===== src/rtl/clock_switch_ctrl_pkg.sv =====
// Shared types and parameter checks for the pixel-clock select controller.
// State encodings are fixed because downstream debug taps decode them.
package clock_switch_ctrl_pkg;

  typedef enum logic [1:0] {
    ST_IDLE     = 2'd0,
    ST_GATE_OFF = 2'd1,
    ST_SETTLE   = 2'd2
  } state_t;

  localparam int GUARD_MIN = 1;
  localparam int GUARD_MAX = 255;

  function automatic bit guard_ok(input int g);
    return (g >= GUARD_MIN) && (g <= GUARD_MAX);
  endfunction

  function automatic int guard_width(input int g);
    return $clog2(g + 1);
  endfunction

endpackage


===== src/rtl/clock_switch_ctrl_guard_timer.sv =====
// Loadable down-counter that times each guard interval; zero is combinational.
// Saturates at zero: it never wraps, so an idle timer stays quiet.
module guard_timer #(
  parameter int W = 4
) (
  input  logic         clk,
  input  logic         rst,
  input  logic         load,
  input  logic [W-1:0] load_val,
  output logic         zero
);

  logic [W-1:0] cnt;

  always_ff @(posedge clk) begin
    if (rst) begin
      cnt <= '0;
    end else if (load) begin
      cnt <= load_val;
    end else if (cnt != '0) begin
      cnt <= cnt - W'(1);
    end
  end

  assign zero = (cnt == '0);

endmodule


===== src/rtl/clock_switch_ctrl.sv =====
// Drives the pixel-clock mux select, gating the clock for GUARD_CYCLES before and
// after each change (2G+1 cycles request-to-ack); requests arriving while busy get rej.
module clock_switch_ctrl
  import clock_switch_ctrl_pkg::*;
#(
  parameter int   GUARD_CYCLES = 8,
  parameter logic DEFAULT_SEL  = 1'b0
) (
  input  logic clk,
  input  logic rst,
  input  logic req,
  input  logic req_sel,
  output logic sel,
  output logic gate_en,
  output logic busy,
  output logic ack,
  output logic rej
);

  localparam int CW = guard_width(GUARD_CYCLES);
  localparam logic [CW-1:0] GUARD_LOAD = CW'(GUARD_CYCLES - 1);

  if (!guard_ok(GUARD_CYCLES)) begin : g_bad_guard
    $error("clock_switch_ctrl: GUARD_CYCLES out of range 1..255");
  end

  state_t state;
  logic   target;
  logic   tmr_load;
  logic   tmr_zero;

  // Reload on acceptance and again on entering SETTLE.
  always_comb begin
    tmr_load = 1'b0;
    if (state == ST_IDLE && req && (req_sel != sel))
      tmr_load = 1'b1;
    else if (state == ST_GATE_OFF && tmr_zero)
      tmr_load = 1'b1;
  end

  guard_timer #(
    .W (CW)
  ) u_guard_timer (
    .clk      (clk),
    .rst      (rst),
    .load     (tmr_load),
    .load_val (GUARD_LOAD),
    .zero     (tmr_zero)
  );

  always_ff @(posedge clk) begin
    if (rst) begin
      state   <= ST_IDLE;
      sel     <= DEFAULT_SEL;
      target  <= DEFAULT_SEL;
      gate_en <= 1'b1;
      busy    <= 1'b0;
      ack     <= 1'b0;
      rej     <= 1'b0;
    end else begin
      ack <= 1'b0;
      rej <= 1'b0;
      case (state)
        ST_IDLE: begin
          if (req) begin
            if (req_sel != sel) begin
              state   <= ST_GATE_OFF;
              target  <= req_sel;
              gate_en <= 1'b0;
              busy    <= 1'b1;
            end else begin
              ack <= 1'b1;
            end
          end
        end
        ST_GATE_OFF: begin
          rej <= req;
          if (tmr_zero) begin
            state <= ST_SETTLE;
            sel   <= target;
          end
        end
        ST_SETTLE: begin
          // The completing cycle reports ack only, so ack and rej stay exclusive.
          if (tmr_zero) begin
            state   <= ST_IDLE;
            gate_en <= 1'b1;
            busy    <= 1'b0;
            ack     <= 1'b1;
          end else begin
            rej <= req;
          end
        end
        default: begin
          state   <= ST_IDLE;
          gate_en <= 1'b1;
          busy    <= 1'b0;
        end
      endcase
    end
  end

endmodule


===== config.mk =====
export PLATFORM = sky130hd
export DESIGN_NAME = clock_switch_ctrl
export DESIGN_NICKNAME = d
export VERILOG_FILES = /design/src/rtl/clock_switch_ctrl_pkg.sv /design/src/rtl/clock_switch_ctrl_guard_timer.sv /design/src/rtl/clock_switch_ctrl.sv
export SDC_FILE = /design/constraint.sdc
export NUM_CORES = 1
export LEC_CHECK = 0
export CAP_MARGIN = 20
export CORE_MARGIN = 10
export CORE_UTILIZATION = 40
export DETAILED_ROUTE_END_ITERATION = 8
export PLACE_DENSITY = 0.6
export SKIP_CTS_REPAIR_TIMING = 1
export SYNTH_ARGS = -nofsm -noshare
export SYNTH_HDL_FRONTEND = slang
export SYNTH_HIERARCHICAL = 1
export SYNTH_SLANG_ARGS = --single-unit

===== constraint.sdc =====
create_clock -name clk -period 5.1 [get_ports clk]
set_clock_uncertainty 0.1 [all_clocks]
set_input_delay 0.51 -clock clk [delete_from_list [all_inputs] [get_ports clk]]
set_output_delay 0.51 -clock clk [all_outputs]
set_load 0.05 [all_outputs]

==> results of run 1 <==
==> kinds of logic after synthesis <==
group                    count (synthesis)  share of synthesized area
other                                    2                     0.0107
AND/OR/NAND/NOR                         34                      0.292
XOR/XNOR                                 3                     0.0374
buffers and inverters                    6                     0.0321
AO/OA/AOI/OAI                           14                      0.134
multiplexers                             3                     0.0446
adder cells (fa/ha/maj)                  6                      0.107
flip-flops                              12                      0.342
==> layout make-up <==
class | instances | share of cell area
Sequential cell | 12 | 0.285
Inverter | 5 | 0.0223
Tap cell | 17 | 0.0252
Multi-Input combinational cell | 64 | 0.530
Timing Repair Buffer | 8 | 0.0950
Clock buffer | 4 | 0.0430
==> cell usage in the layout (no fill, tap or decap), drive strengths merged, types with 2 or more instances in the layout <==
cell type      instances
clkdlybuf4s50          8
xnor2                  3
a21oi                  2
conb                   4
ha                     6
and3b                  2
o22ai                  2
nor3                   5
clkbuf                 4
o21ai                  3
nor2                   2
nor2b                  6
inv                    5
nand2                  8
dfxtp                 12
mux2i                  2
nand3                  2
a211oi                 3
nand2b                 3
==> final timing paths <==
check	startpoint	to
worst min-delay path	busy$_SDFFE_PP0P_	busy$_SDFFE_PP0P_
worst max-delay path	req_sel	u_guard_timer/cnt[3]$_SDFFE_PP0P_
worst max register to register	u_guard_timer/cnt[0]$_SDFFE_PP0P_	gate_en$_SDFFE_PP1P_
worst min register to register	busy$_SDFFE_PP0P_	busy$_SDFFE_PP0P_
==> worst max-delay path, delay by kind of cell <==
kind	cells	cell delay, ns
buffers and inverters	1	0.43
AOI/OAI and AO/OA	2	0.53
and+or+nand+nor	1	0.39
xor gates and xnor gates	1	0.45
==> power breakdown <==
group / internal [mW] / switching, mW / total (mW) / leakage, nW
combinational: 0.104 / 0.115 / 0.219 / 0.194
clock: 0.0434 / 0.0345 / 0.0779 / 0.0210
sequential: 0.119 / 0.0215 / 0.140 / 0.0987
total: 0.266 / 0.171 / 0.437 / 0.314
==> through the flow <==
step,std cells,util,cell area (um2),worst slack (ns)
global route,110,0.499,843,2.73
finish,110,0.499,843,2.88
detailed placement,106,0.478,807,2.63
CTS,110,0.499,843,2.90
floorplan,82,-,709,3.17
global placement,106,0.478,807,2.67
==> flip-flops by register name, indices dropped and copies added (netlist names) <==
signal             count
u_guard_timer/cnt      4
state                  2
ack                    1
busy                   1
gate_en                1
rej                    1
sel                    1
target                 1
==> metal layers <==
| layer | vias up | wire (um) | share of wire |
|---|---|---|---|
| met1 | 261 | 677 | 0.48 |
| met5 | - | 0 | 0 |
| li1 | 302 | - | - |
| met2 | 12 | 594 | 0.42 |
| met3 | 5 | 96 | 0.068 |
| met4 | 0 | 34 | 0.024 |
==> results.md, run 1 <==
- Result of the run: finished clean
- RSZ-0062 raised after global routing: no
- Kind of critical path: primary input to register
- Most used routing layer in global routing: met2
- Initial antenna violation count: 0
- Post-DRT Antenna Nets: 0
- Cell at the slowest stage of the critical path: xnor2_1
- Worst hold slack: 0.361 ns
- Number of cells traversed by the worst hold path: 2
- Data required time at the worst endpoint: 5.19 ns
- First-pass GRT wire length: 2.25 mm
- Number of different library cells in the post-synthesis netlist: 30
- Seq/Total Area, Yosys: 0.342
- Number of synthesized register bits: 12
- Post-synth top area cell: dfxtp_1
- Routability congestion estimate from global placement: 0.726
- Num Clock Sinks: 12
- Clock network latency to the later pin of the worst-skew pair: 0.27 ns
- Worst-path maximum fanout: 7
- Via count of the first global-routing pass: 501
- Count of endpoints failing setup in the final report: 0
- Number of filler instances in the final layout: 164
- Post-Syn Instances: 80
- Post-synth top flop: dfxtp_1
- Pin count of the biggest net entering global routing: 17
- Grt total ovfl: 0
- Async set-or-reset flop fraction in the synthesized netlist: 0
- DPL Wire Length: 1.04 mm
- Wire per inst: 12.8 um
- Proportion of netlist area held by the largest area contributor: 0.342
- Reg2Reg Depth: 6
- Count of inserted antenna diode cells: 0
- Count of boundary I/O pins: 9
- Summed instance area of the synthesized netlist: 702 um2
- Relative slew margins: 0.568
- Layout cells sized above 1: 0.118
- Standard-cell rows: 15
- Data arrival time of the critical path: 2.31 ns
- Overall die width: 61.9 um
- Clk Tree Root Cell: clkbuf_4
- Fin Setup TNS: 0 ns
- Launching element type of the critical path: primary input
- Maximum buffer depth of the clock tree: 2
- Core area: 0.00169 mm2
- Worst Hold Class: register to register
- Biggest area contributors in the synthesized netlist: dfxtp_1 (34%), ha_1 (11%), nor2b_1 (5.3%)
- Clock slew seen by the registers of the worst setup and hold paths: 0.08 ns
- Final min period: 2.22 ns
- Number of hold violations in the final report: 0
- Multi-input logic area: 447 um2
- Met1 track demand over resource: 0.0973
- Commonest cells in the netlist: dfxtp_1 (12), nand2_1 (8), ha_1 (6), nor2b_1 (6), inv_1 (5)
- Period Utilization, post-route: 0.436
- Length of the first detailed-routing pass in iterations: 4
- Ys Warns: 6
- Worst Setup End Kind: register
- VDD IR max: 0.235 mV
- Cell area power density: 519 mW/mm2
- All-layer global routing usage: 0.0791
- Clock tree from TritonCTS: done
- Average instance area after synthesis: 8.77 um2
- Maximum capacitance violations: 0
- Post-DR vias/cell: 5.27
- Measured slew at the worst slew-check pin: 0.631 ns
- DRC viols: 0
- First-iteration detailed-routing DRC count: 12
- Total detailed-routing wirelength: 1.40 mm
- Cell breakdown of the critical path: clkdlybuf4s50_1 -> xnor2_1 -> o21ai_0 -> or2_2 -> o32ai_1
- Number of buffer cells added on primary ports: 8
- Largest stage delay, worst path: 0.45 ns
- Number of vias after detailed routing: 580
- Number of enable-type register cells in the synthesized netlist: 0
- Footprint of the flip-flops and latches: 240 um2
- Number of buffers created by CTS: 3
- Fmax: 0.450 GHz
- Die outline area: 0.00383 mm2
- Met3 track demand over resource: 0.0325
- NumNets Final: 104
- Design Power: 0.437 mW
- Met2 usage in global routing: 0.116
- Htree depth: 1
- Worst R2R Setup Slack: 2.92 ns
- Leakage component of the power: 0.314 nW
- Most frequently used cell type in the post-synthesis netlist: dfxtp_1
- Synthesis-to-finish area growth: 20.1%
- Count of final max-slew check failures: 0
- Initial standard-cell utilization of the core: 0.416
- Die height: 61.9 um
(Power assumes the default switching activity.)
==> run 2, diff against run 1 <==
Clock period 5.1 ns to 2.1 ns, I/O delays scaled along.
==> run 2 against run 1 <==
Hold slack better by 0.0055 ns. Clock power grew 140%. Non-clock buffer count increased by 4. Core utilization increased by 1.8 points. Register-to-register slack got worse by 2.7 ns. Global-route usage is 0.20 points higher. Critical path type is now register to register. Largest power group unchanged.
==> results.md, run 2 (synthesis gave the netlist of run 1 again) <==
- Final Instance Area: 873 um2
- Worst hold slack: 0.366 ns
- Number of cells traversed by the worst hold path: 2
- Count of endpoints failing setup in the final report: 0
- Clock tree from TritonCTS: done
- Leakage component of the power: 0.334 nW
- Cell at the slowest stage of the critical path: a2111oi_0
- Standard-cell rows: 15
- Layout cells sized above 1: 0.155
- Routability congestion estimate from global placement: 0.767
- Flip-flop count of the largest register, all copies and words added: 4
- Data arrival time of the critical path: 2.02 ns
- Largest stage delay, worst path: 0.49 ns
- Pin count of the biggest net entering global routing: 16
- RSZ-0062 raised after global routing: no
- VDD IR max: 0.549 mV
- Clk Tree Root Cell: clkbuf_4
- Largest registers: u_guard_timer/cnt: 4 flops, state: 2 flops
- Die height: 61.9 um
- Length of the first detailed-routing pass in iterations: 4
- Wire per inst: 12.6 um
- Post-DRT Antenna Nets: 0
- Cell breakdown of the critical path: inv_1 -> ha_1 -> nor3b_4 -> nor2b_1 -> a2111oi_0 -> mux2i_1
- Final Util: 0.517
- Count of inserted antenna diode cells: 0
- Fmax: 0.520 GHz
- First-iteration detailed-routing DRC count: 7
- Number of buffer cells added on primary ports: 8
- DPL Wire Length: 1.08 mm
- Finished Layout Cells: 114
- Count of final max-slew check failures: 0
- Maximum capacitance violations: 0
- First-pass GRT wire length: 2.37 mm
- Number of buffers created by CTS: 3
- Result of the run: finished clean
- Grt total ovfl: 0
- Initial standard-cell utilization of the core: 0.416
- Launching element type of the critical path: register
- Kind of critical path: register to register
- Htree depth: 1
- Most frequent standard cell in the layout excluding fill and tap cells: dfxtp_1
- NumNets Final: 108
- Number of hold violations in the final report: 0
- Biggest register: u_guard_timer/cnt
- Num Clock Sinks: 12
- Total detailed-routing wirelength: 1.43 mm
- Clock slew seen by the registers of the worst setup and hold paths: 0.08 ns
- Post-Place Worst Slack: 0.208 ns
- Core area: 0.00169 mm2
- Clock network latency to the later pin of the worst-skew pair: 0.26 ns
- Relative slew margins: 0.660
- Via count of the first global-routing pass: 540
- Measured slew at the worst slew-check pin: 0.497 ns
- Maximum buffer depth of the clock tree: 2
- Final min period: 1.92 ns
- Worst Hold Class: register to register
- Overall die width: 61.9 um
- Die outline area: 0.00383 mm2
- Number of vias after detailed routing: 582
- Count of boundary I/O pins: 9
- Fin Setup TNS: 0 ns
- Synthesis-to-finish area growth: 24.4%
- Least setup slack across all paths after layout: 0.176 ns
- Reg2Reg Depth: 6
- Period Utilization, post-route: 0.916
- Most used cells in the layout excluding fill and tap cells: dfxtp_1 (12), nand2_1 (8), clkdlybuf4s50_1 (8)
- Post-DR vias/cell: 5.11
- Worst-path maximum fanout: 6
- DRC viols: 0
- All-layer global routing usage: 0.0811
- Cell area power density: 1260 mW/mm2
- Initial antenna violation count: 0
- Design Power: 1.10 mW
- Post-placement cell area: 837 um2
- Data required time at the worst endpoint: 2.20 ns
- Placed insts: 110
- Worst Setup End Kind: register
[run 2: final cells by class]
| type | instances | area (um2) |
|---|---|---|
| Clock buffer | 4 | 36.3 |
| Fill cell | 165 | 816 |
| Inverter | 5 | 18.8 |
| Multi-Input combinational cell | 64 | 447 |
| Sequential cell | 12 | 240 |
| Tap cell | 17 | 21.3 |
| Timing Repair Buffer | 12 | 110 |
[run 2: power by group]
group / switching (mW) / total, mW / internal (mW)
Combinational: 0.287 / 0.572 / 0.285
Clock: 0.0787 / 0.184 / 0.105
Sequential: 0.0534 / 0.341 / 0.288
Total: 0.419 / 1.10 / 0.678
[run 2: per-layer routing]
metal,vias to the layer above,share of wire,track usage
met5,-,0,0
met4,0,0.0084,0.0382
met3,2,0.073,0.0325
met2,11,0.41,0.110
met1,257,0.51,0.108
li1,312,-,-
[run 2: final timing paths]
path,from,to,slack (ns)
hold reg to reg,busy$_SDFFE_PP0P_,busy$_SDFFE_PP0P_,0.37
hold / removal,busy$_SDFFE_PP0P_,busy$_SDFFE_PP0P_,0.37
setup / recovery,u_guard_timer/cnt[0]$_SDFFE_PP0P_,gate_en$_SDFFE_PP1P_,0.18
setup reg to reg,u_guard_timer/cnt[0]$_SDFFE_PP0P_,gate_en$_SDFFE_PP1P_,0.18
[run 2: critical path: cells and delay by family (launching register included)]
kind / cells / cell delay, ns
buffers and inverters: 1 / 0.09
multiplexers: 1 / 0.24
AO/OA/AOI/OAI: 1 / 0.49
AND/OR/NAND/NOR: 2 / 0.42
adder cells (fa/ha/maj): 1 / 0.20
flip-flops: 1 / 0.32
